**src/rtl/trace_buffer_if.sv**
```systemverilog
// Capture and readout channels of the trace buffer, grouped as one bus.
// No logic inside; it only bundles wires.
// Readout uses valid/ready. Capture has no backpressure: the strobe is always taken or dropped.
interface trace_buffer_if #(
    parameter int XLEN = 64
);
    logic            cap_valid;
    logic [XLEN-1:0] cap_pc;
    logic [31:0]     cap_instr;
    logic [XLEN-1:0] cap_result;
    logic            rd_ready;
    logic            rd_valid;
    logic [XLEN-1:0] rd_pc;
    logic [31:0]     rd_instr;
    logic [XLEN-1:0] rd_result;

    // The agent side drives captures and accepts the readout.
    modport master (
        output cap_valid, cap_pc, cap_instr, cap_result, rd_ready,
        input  rd_valid, rd_pc, rd_instr, rd_result
    );

    // The trace buffer side consumes captures and presents the head entry.
    modport slave (
        input  cap_valid, cap_pc, cap_instr, cap_result, rd_ready,
        output rd_valid, rd_pc, rd_instr, rd_result
    );
endinterface

```
**src/rtl/trace_buffer.sv**
```systemverilog
// Instruction trace buffer: a circular capture ring with arm/trigger/freeze control and in-order drain.
// Latency: a capture is stored one edge after the strobe. The head entry is presented combinationally.
// Backpressure: the readout holds the head while rd_ready=0. A capture into a full ring overwrites the oldest entry or is dropped.
module trace_buffer #(
    parameter int XLEN     = 64,
    parameter int DEPTH    = 16,
    parameter int POST_CNT = 4
) (
    input  logic                       clk,
    input  logic                       rst,
    input  logic                       arm,
    input  logic                       trigger,
    input  logic                       mode_wrap,
    trace_buffer_if.slave              bus,
    output logic [$clog2(DEPTH):0]     count,
    output logic                       overflow,
    output logic [1:0]                 state
);
    localparam int PW = $clog2(DEPTH);
    localparam int CW = PW + 1;
    localparam logic [CW-1:0] FULL_CNT = CW'(DEPTH);
    localparam logic [CW-1:0] POST_LIM = CW'(POST_CNT);

    typedef enum logic [1:0] {
        ST_IDLE    = 2'b00,
        ST_CAPTURE = 2'b01,
        ST_POST    = 2'b10,
        ST_FROZEN  = 2'b11
    } state_t;

    typedef struct packed {
        logic [XLEN-1:0] pc;
        logic [31:0]     instr;
        logic [XLEN-1:0] result;
    } entry_t;

    state_t          state_q, state_d;
    logic [PW-1:0]   wr_ptr_q, wr_ptr_d;
    logic [PW-1:0]   rd_ptr_q, rd_ptr_d;
    logic [CW-1:0]   count_q, count_d;
    logic [CW-1:0]   post_cnt_q, post_cnt_d;
    logic            overflow_q, overflow_d;
    logic            mode_q, mode_d;

    entry_t          mem_q [DEPTH];
    entry_t          wr_dat;
    logic            wr_en;
    logic            capturing;
    logic            pop;
    logic            rd_vld;

    // Captures are live only while recording. An arm in the same cycle wins and discards the capture.
    assign capturing = bus.cap_valid && !arm &&
                       ((state_q == ST_CAPTURE) || (state_q == ST_POST));
    assign pop       = rd_vld && bus.rd_ready && !arm;
    assign wr_dat    = '{pc: bus.cap_pc, instr: bus.cap_instr, result: bus.cap_result};

    // State register. A synchronous reset overrides every other input.
    always_ff @(posedge clk) begin
        if (rst) begin
            state_q <= ST_IDLE;
        end else begin
            state_q <= state_d;
        end
    end

    // Next state. Arm restarts from any state. A trigger counts only in CAPTURE.
    always_comb begin
        state_d = state_q;
        if (arm) begin
            state_d = ST_CAPTURE;
        end else begin
            case (state_q)
                ST_CAPTURE: begin
                    if (trigger) begin
                        state_d = (POST_CNT == 0) ? ST_FROZEN : ST_POST;
                    end
                end
                ST_POST: begin
                    if (bus.cap_valid && (post_cnt_q + 1'b1 == POST_LIM)) begin
                        state_d = ST_FROZEN;
                    end
                end
                default: state_d = state_q;
            endcase
        end
    end

    // Outputs decoded from state. The ring may be drained only when it is not recording.
    always_comb begin
        rd_vld = 1'b0;
        if ((state_q == ST_IDLE) || (state_q == ST_FROZEN)) begin
            rd_vld = (count_q != '0);
        end
    end

    // Ring bookkeeping: pointers, occupancy, post-trigger count, sticky overflow and latched wrap mode.
    always_comb begin
        wr_ptr_d   = wr_ptr_q;
        rd_ptr_d   = rd_ptr_q;
        count_d    = count_q;
        post_cnt_d = post_cnt_q;
        overflow_d = overflow_q;
        mode_d     = mode_q;
        wr_en      = 1'b0;
        if (arm) begin
            wr_ptr_d   = '0;
            rd_ptr_d   = '0;
            count_d    = '0;
            post_cnt_d = '0;
            overflow_d = 1'b0;
            mode_d     = mode_wrap;
        end else begin
            if (capturing) begin
                if (count_q == FULL_CNT) begin
                    overflow_d = 1'b1;
                    if (mode_q) begin
                        // When full, the write slot is the head, so both pointers advance together.
                        wr_en    = 1'b1;
                        wr_ptr_d = wr_ptr_q + 1'b1;
                        rd_ptr_d = rd_ptr_q + 1'b1;
                    end
                end else begin
                    wr_en    = 1'b1;
                    wr_ptr_d = wr_ptr_q + 1'b1;
                    count_d  = count_q + 1'b1;
                end
                if (state_q == ST_POST) begin
                    post_cnt_d = post_cnt_q + 1'b1;
                end
            end
            // A pop never coincides with a capture because readout is gated off while recording.
            if (pop) begin
                rd_ptr_d = rd_ptr_q + 1'b1;
                count_d  = count_q - 1'b1;
            end
        end
    end

    // Control flops, cleared by the synchronous reset.
    always_ff @(posedge clk) begin
        if (rst) begin
            wr_ptr_q   <= '0;
            rd_ptr_q   <= '0;
            count_q    <= '0;
            post_cnt_q <= '0;
            overflow_q <= 1'b0;
            mode_q     <= 1'b0;
        end else begin
            wr_ptr_q   <= wr_ptr_d;
            rd_ptr_q   <= rd_ptr_d;
            count_q    <= count_d;
            post_cnt_q <= post_cnt_d;
            overflow_q <= overflow_d;
            mode_q     <= mode_d;
        end
    end

    // Entry storage is a plain register array. Its contents are meaningless until written, so it has no reset.
    always_ff @(posedge clk) begin
        if (wr_en && !rst) begin
            mem_q[wr_ptr_q] <= wr_dat;
        end
    end

    assign bus.rd_valid  = rd_vld;
    assign bus.rd_pc     = mem_q[rd_ptr_q].pc;
    assign bus.rd_instr  = mem_q[rd_ptr_q].instr;
    assign bus.rd_result = mem_q[rd_ptr_q].result;
    assign count         = count_q;
    assign overflow      = overflow_q;
    assign state         = state_q;
endmodule

```
**src/flat_wrapper.sv**
```systemverilog
// flat-port wrapper written by rule: the top's interface ports become plain ports
module trace_buffer_flat 
#(
    parameter int XLEN     = 64,
    parameter int DEPTH    = 16,
    parameter int POST_CNT = 4
)
  (clk, rst, arm, trigger, mode_wrap, count, overflow, state, bus_cap_valid, bus_cap_pc, bus_cap_instr, bus_cap_result, bus_rd_ready, bus_rd_valid, bus_rd_pc, bus_rd_instr, bus_rd_result);
  trace_buffer_if #(.XLEN(XLEN)) bus_i ();
  input  logic clk;
  input  logic rst;
  input  logic arm;
  input  logic trigger;
  input  logic mode_wrap;
  output logic [$clog2(DEPTH):0] count;
  output logic overflow;
  output logic [1:0] state;
  input wire logic [$bits(bus_i.cap_valid)-1:0] bus_cap_valid;
  input wire logic [$bits(bus_i.cap_pc)-1:0] bus_cap_pc;
  input wire logic [$bits(bus_i.cap_instr)-1:0] bus_cap_instr;
  input wire logic [$bits(bus_i.cap_result)-1:0] bus_cap_result;
  input wire logic [$bits(bus_i.rd_ready)-1:0] bus_rd_ready;
  output wire logic [$bits(bus_i.rd_valid)-1:0] bus_rd_valid;
  output wire logic [$bits(bus_i.rd_pc)-1:0] bus_rd_pc;
  output wire logic [$bits(bus_i.rd_instr)-1:0] bus_rd_instr;
  output wire logic [$bits(bus_i.rd_result)-1:0] bus_rd_result;
  assign bus_i.cap_valid = bus_cap_valid;
  assign bus_i.cap_pc = bus_cap_pc;
  assign bus_i.cap_instr = bus_cap_instr;
  assign bus_i.cap_result = bus_cap_result;
  assign bus_i.rd_ready = bus_rd_ready;
  assign bus_rd_valid = bus_i.rd_valid;
  assign bus_rd_pc = bus_i.rd_pc;
  assign bus_rd_instr = bus_i.rd_instr;
  assign bus_rd_result = bus_i.rd_result;
  trace_buffer #(.XLEN(XLEN), .DEPTH(DEPTH), .POST_CNT(POST_CNT)) u_core (.clk(clk), .rst(rst), .arm(arm), .trigger(trigger), .mode_wrap(mode_wrap), .bus(bus_i), .count(count), .overflow(overflow), .state(state));
endmodule
```
**config.mk**
```make
export PLATFORM = sky130hd
export DESIGN_NAME = trace_buffer_flat
export DESIGN_NICKNAME = d
export VERILOG_FILES = /design/src/rtl/trace_buffer_if.sv /design/src/rtl/trace_buffer.sv /design/src/flat_wrapper.sv
export SDC_FILE = /design/constraint.sdc
export NUM_CORES = 2
export LEC_CHECK = 0
export ABC_AREA = 0
export CORE_ASPECT_RATIO = 0.7
export CORE_MARGIN = 3
export CORE_UTILIZATION = 64
export CTS_BUF_LIST = sky130_fd_sc_hd__clkbuf_2
export DETAILED_ROUTE_END_ITERATION = 10
export PLACE_DENSITY = 0.86
export REMOVE_ABC_BUFFERS = 1
export SLEW_MARGIN = 20
export SYNTH_ARGS = -nofsm -noshare
export SYNTH_HDL_FRONTEND = slang
export SYNTH_SLANG_ARGS = --single-unit
export TNS_END_PERCENT = 20
```
**constraint.sdc**
```tcl
create_clock -name clk -period 15.5 [get_ports clk]
set_input_delay 1.55 -clock clk [delete_from_list [all_inputs] [get_ports clk]]
set_output_delay 1.55 -clock clk [all_outputs]
set_load 0.02 [all_outputs]
```
# ---- Word-level counts from Yosys, hierarchy flattened
# Memory sizes are Yosys's and may differ from the RTL's. A register that Yosys moved wholly into a read port is not among the register bits.
# Index checks and enable logic that the tools add are counted.
dict set report word_totals {
  ff_bits 22
  ramBits 2560
  inputBits 167
  output_inout_bits 169
  word_cells 72
  memories 1
}
dict set report classes {
  add_sub_neg 5
  n_eq_ne 11
  muxes 22
  reduce_logical 25
}
# name words word_bits rd rd_ports_with_merged_regs wr line
set mem_list {}
lappend mem_list {u_core.mem_q 16 160 1 1 1 trace_buffer.sv:45} ;# entry_t mem_q [DEPTH];
# operator n
set op_table {}
lappend op_table {{two-way mux 4 bit} 8}
lappend op_table {{two-way mux 5 bit} 3}
lappend op_table {{adder 5 x 1 -> 5 bit, second input constant} 2}
lappend op_table {{AND reduction 3 bit} 3}
lappend op_table {{adder 4 x 1 -> 4 bit, second input constant} 2}
lappend op_table {{two-way mux 1 bit} 8}
lappend op_table {{AND reduction 2 bit} 4}
lappend op_table {{nonzero test 2 bit} 4}
lappend op_table {{logical AND 1 bit} 6}
lappend op_table {{inequality test 2 x 1 -> 1 bit, second input constant} 3}
lappend op_table {{equality test 5 x 3 -> 1 bit, second input constant} 1}
lappend op_table {{equality test 5 bit, second input constant} 1}
lappend op_table {{nonzero test 5 bit} 1}
lappend op_table {{subtractor 5 x 1 -> 5 bit, second input constant} 1}
lappend op_table {{equality test 2 bit, second input constant} 2}
lappend op_table {{two-way mux 2 bit} 2}
lappend op_table {{case mux 2 bit (2 select lines)} 1}
lappend op_table {{inequality test 3 x 2 -> 1 bit, second input constant} 1}
lappend op_table {{inequality test 3 bit, second input constant} 1}
lappend op_table {{nonzero test 3 bit} 1}
lappend op_table {{equality test 2 x 1 -> 1 bit, second input constant} 1}
lappend op_table {{zero test 1 bit} 2}
lappend op_table {{zero test 2 bit} 1}
lappend op_table {{logical OR 1 bit} 2}
lappend op_table {{2 further kinds} 2}

# ---- Logic depth before layout (Yosys ltp)
dict set report depth {
  ltp_word 9
  mapped_depth 10
  mapped_depth_nobuf 10
}

# ---- Worst setup path before layout
# OpenSTA, ideal clock, no wires.
dict set report synth_path {
  path_kind {in2reg}
  from {input arm}
  to {memory u_core.mem_q[11][0] (netlist bit) (enable)}
  setup_time_ps 699
  arrival_ps 9283
  required_ps 14801
  path_slack_ps 5518
  stages 4
  path_buffers 1
  cell_sequence {buf_2 > nor3b_2 > o211ai_1 > nor2b_1}
}
dict set report synth_between {
  elab_chain_len 8
}
# item line
set synth_lines {}
lappend synth_lines {{start, declared} flat_wrapper.sv:12} ;# input logic arm;
lappend synth_lines {{zero test 1 bit} trace_buffer.sv:53} ;# assign capturing = bus.cap_valid && !arm &&
lappend synth_lines {{logical AND 1 bit (2 in a row)} trace_buffer.sv:53}
lappend synth_lines {{two-way mux 1 bit} trace_buffer.sv:114} ;# if (capturing) begin
lappend synth_lines {{two-way mux 1 bit *} trace_buffer.sv:106} ;# if (arm) begin
lappend synth_lines {{logical AND 1 bit *} trace_buffer.sv:161} ;# if (wr_en && !rst) begin
lappend synth_lines {{two-way mux 1 bit *} trace_buffer.sv:161}
lappend synth_lines {{two-way mux 1 bit (implied by the code) *} trace_buffer.sv:162} ;# mem_q[wr_ptr_q] <= wr_dat;
lappend synth_lines {{end, declared} trace_buffer.sv:45}
# Every way passes the cells marked *; elsewhere a longest branch is shown, timed or not.

==> results.cfg <==
[run_status]
status = finished clean

[critical_path]
cpMostUsedCell = buf_12
critPathSlowestCell = dfxtp_4
path_max_fanout = 106
worstSetupEndpointType = primary output
startpoint_type = flop
cp_slowest_stage_delay_ps = 910
crit_chain = buf_12, buf_12, buf_4, mux4_2, a22oi_1, nand2_1, clkdlybuf4s50_1
crit_family = buffers and inverters
setup.worst_path.class = reg2out
path_buf_inv = 4
crit_arrival_ps = 6840
cp_data_required_time_ps = 13950

[drt]
drc_errors = 0
drt_iter0_drc = 6192
dr.pass1.iters = 5
num_vias = 48200
vias_per_cell = 6.65
drt_wl_total_um = 224000
post_drt_wl_per_cell_um = 31.0
final_antenna_net_count = 0

[yosys]
synth_seq_area_share = 0.801
postSynthCellCount = 4081
avgSynthCellArea_um2 = 23.7
synthArstFlopShare = 0
yosysUniqueCellTypes = 51
synth_warnings = 0
synth_enable_flop_cells = 2560
synth_top_flop_cell = edfxtp_1
ys_seq_elements = 2586
netlist_area_um2 = 96600

[layout]
ff_latch_area_um2 = 77400
finalNonFillerCells = 7244
syn_to_final_growth_pct = 11.2
nets = 5041
drive_above_1_share = 0.314
fillers = 8252
multi_input_area_um2 = 18400
stdcell_area_um2 = 107000
fin_util = 0.722

[floorplan]
rows = 118
die_h_um = 331
fp.dieW_um = 470
core_um2 = 149000
initial_utilization = 0.649
pin_count = 336
die_area_um2 = 156000

[job]
maxCapViolCount = 0

[cts]
cts_buffers = 582
postCtsSetupRepairBufs = 0
cts.sinks = 2586
clk_pin_slew_ps = 100
h-tree-depth = 6
cts_resized = 0
cts_root_buf = clkbuf_2
clock_path_buffers = 4
cts_hold_buf = 0
clk_latency_ps = 1780
tritoncts = yes

[timing]
min_period_ps = 8390
setup_tns_ps = 0
timing.hold.ws_ps = 441
setup_viol = 0
finalMaxSlewViolations = 0
tightest_slew_ps = 1210
hold_viol = 0
fmax_mhz = 119
grt_setup_unrepaired = no
setup_slack_ps = 7110
fin_worst_skew_ps = 139
relSlewSlack = 0.197
period_share = 0.541

[worst_hold_path]
hp-class = in2reg

[global_routing]
track_usage = 0.294
grt_overflow = 0
grt_start_max_net_pins = 159
grt_pass1_vias = 50200
antenna_found_initial = 31
grt_pass1_wl_um = 329000

[power]
fin_total_pwr_mw = 12.0
ir_drop_mv = 0.0929
p_leak_nw = 33.5
powerDensity_nw_per_um2 = 112

[placement]
dp_hpwl_um = 111000
portBuffers = 335
place.gp.congestion = 0.747
placed_cell_area_um2 = 102000
place_ws_ps = 8760
dp_cells = 6257
==> final timing paths <==
| path | start | endpoint | slack (ps) | cells after the start |
|---|---|---|---|---|
| min reg2reg | u_core.rd_ptr_q[3] | flop | 490 | 2 |
| max | flop | bus_rd_instr[19] | 7110 | 7 |
| min | mode_wrap | u_core.mode_q | 440 | 3 |
| max reg2reg | u_core.state[0] | u_core.mem_q[5][110] | 10750 | 8 |
==> Yosys cell counts (all sizes together) (6+ instances only) <==
library cell  instances  share of area
dfxtp                26         0.0054
o21ai                 8        0.00057
nand3                 7        0.00036
a22oi               167          0.013
edfxtp             2560           0.80
inv                   8        0.00036
xor2                  6        0.00054
nand2b                6        0.00039
nand2                94         0.0037
nor2                104         0.0040
ha                   12         0.0016
o22ai               155          0.010
nor3                  6        0.00036
buf                 121         0.0058
clkbuf               98         0.0038
mux4                640           0.15
a21oi                 9        0.00047
==> layout by cell type, fill, tap and decap left out, drive strengths merged, types with 2 or more instances in the layout <==
cell and instances:
edfxtp 2560, clkbuf 841, mux4 640, clkdlybuf4s50 335, a22oi 167, o22ai 155
nor2 104, clkinv 95, nand2 94, buf 80, dfxtp 26, diode 24
inv 24, ha 12, a21oi 9, bufinv 9, o21ai 8, nand3 7
xor2 6, nor3 6, nand2b 6, mux2i 5, or3 4, nor2b 4
and3 4, or2 3, a21boi 3, nand4 3, and3b 2, nand3b 2
o21a 2, nor4 2, a211oi 2, xnor2 2, a31oi 2, clkinvlp 2
or4 2, nor3b 2
==> area by class of cell <==
class                   instances  area share
multi-input cells            1268       0.171
diodes                         24    0.000559
well taps                    1980      0.0231
flip-flops and latches       2586       0.721
clock buffers                 841      0.0392
clock inverters               122     0.00676
repair buffers                415      0.0381
inverters                       8    0.000326
==> cells by family after synthesis <==
group                      after synthesis  synth area share
AOI/OAI and AO/OA                      352            0.0251
muxes                                  645             0.150
DFF                                   2586             0.801
buffers and inverters                  227           0.00998
adders and majority gates               13           0.00176
xor gates and xnor gates                 8          0.000726
and+or+nand+nor                        250            0.0112
==> registers in the layout, summed over array words and instances, names as in the netlist, named ones only <==
name               count
u_core.mode_q          1
u_core.rd_ptr_q        4
u_core.post_cnt_q      5
u_core.mem_q        2560
u_core.overflow        1
u_core.state           2
u_core.count           5
u_core.wr_ptr_q        4
==> report_power, final <==
part | internal, mW | switching (mW) | total [mW]
Sequential | 7.68 | 0.00326 | 7.68
Clock | 1.58 | 2.51 | 4.10
Combinational | 0.0720 | 0.131 | 0.203
Total | 9.33 | 2.65 | 12.0
==> layer usage <==
layer / wire length, um / global-route usage / vias up
met5: 108 / 0 / -
met4: 7060 / 0.118 / 18
met3: 24900 / 0.0834 / 488
met2: 112000 / 0.468 / 3383
met1: 80500 / 0.393 / 24900
li1: - / - / 19500
==> worst reg2reg max path, stage by stage, from the launching register on <==
cell,delay [ps]
dfxtp_1,400
inv_1,60
ha_1,330
nor3b_2,440
o21a_1,380
nand2_1,260
nor2_4,870
buf_4,630
buf_4,870
Power figures use the tool's default switching activity.
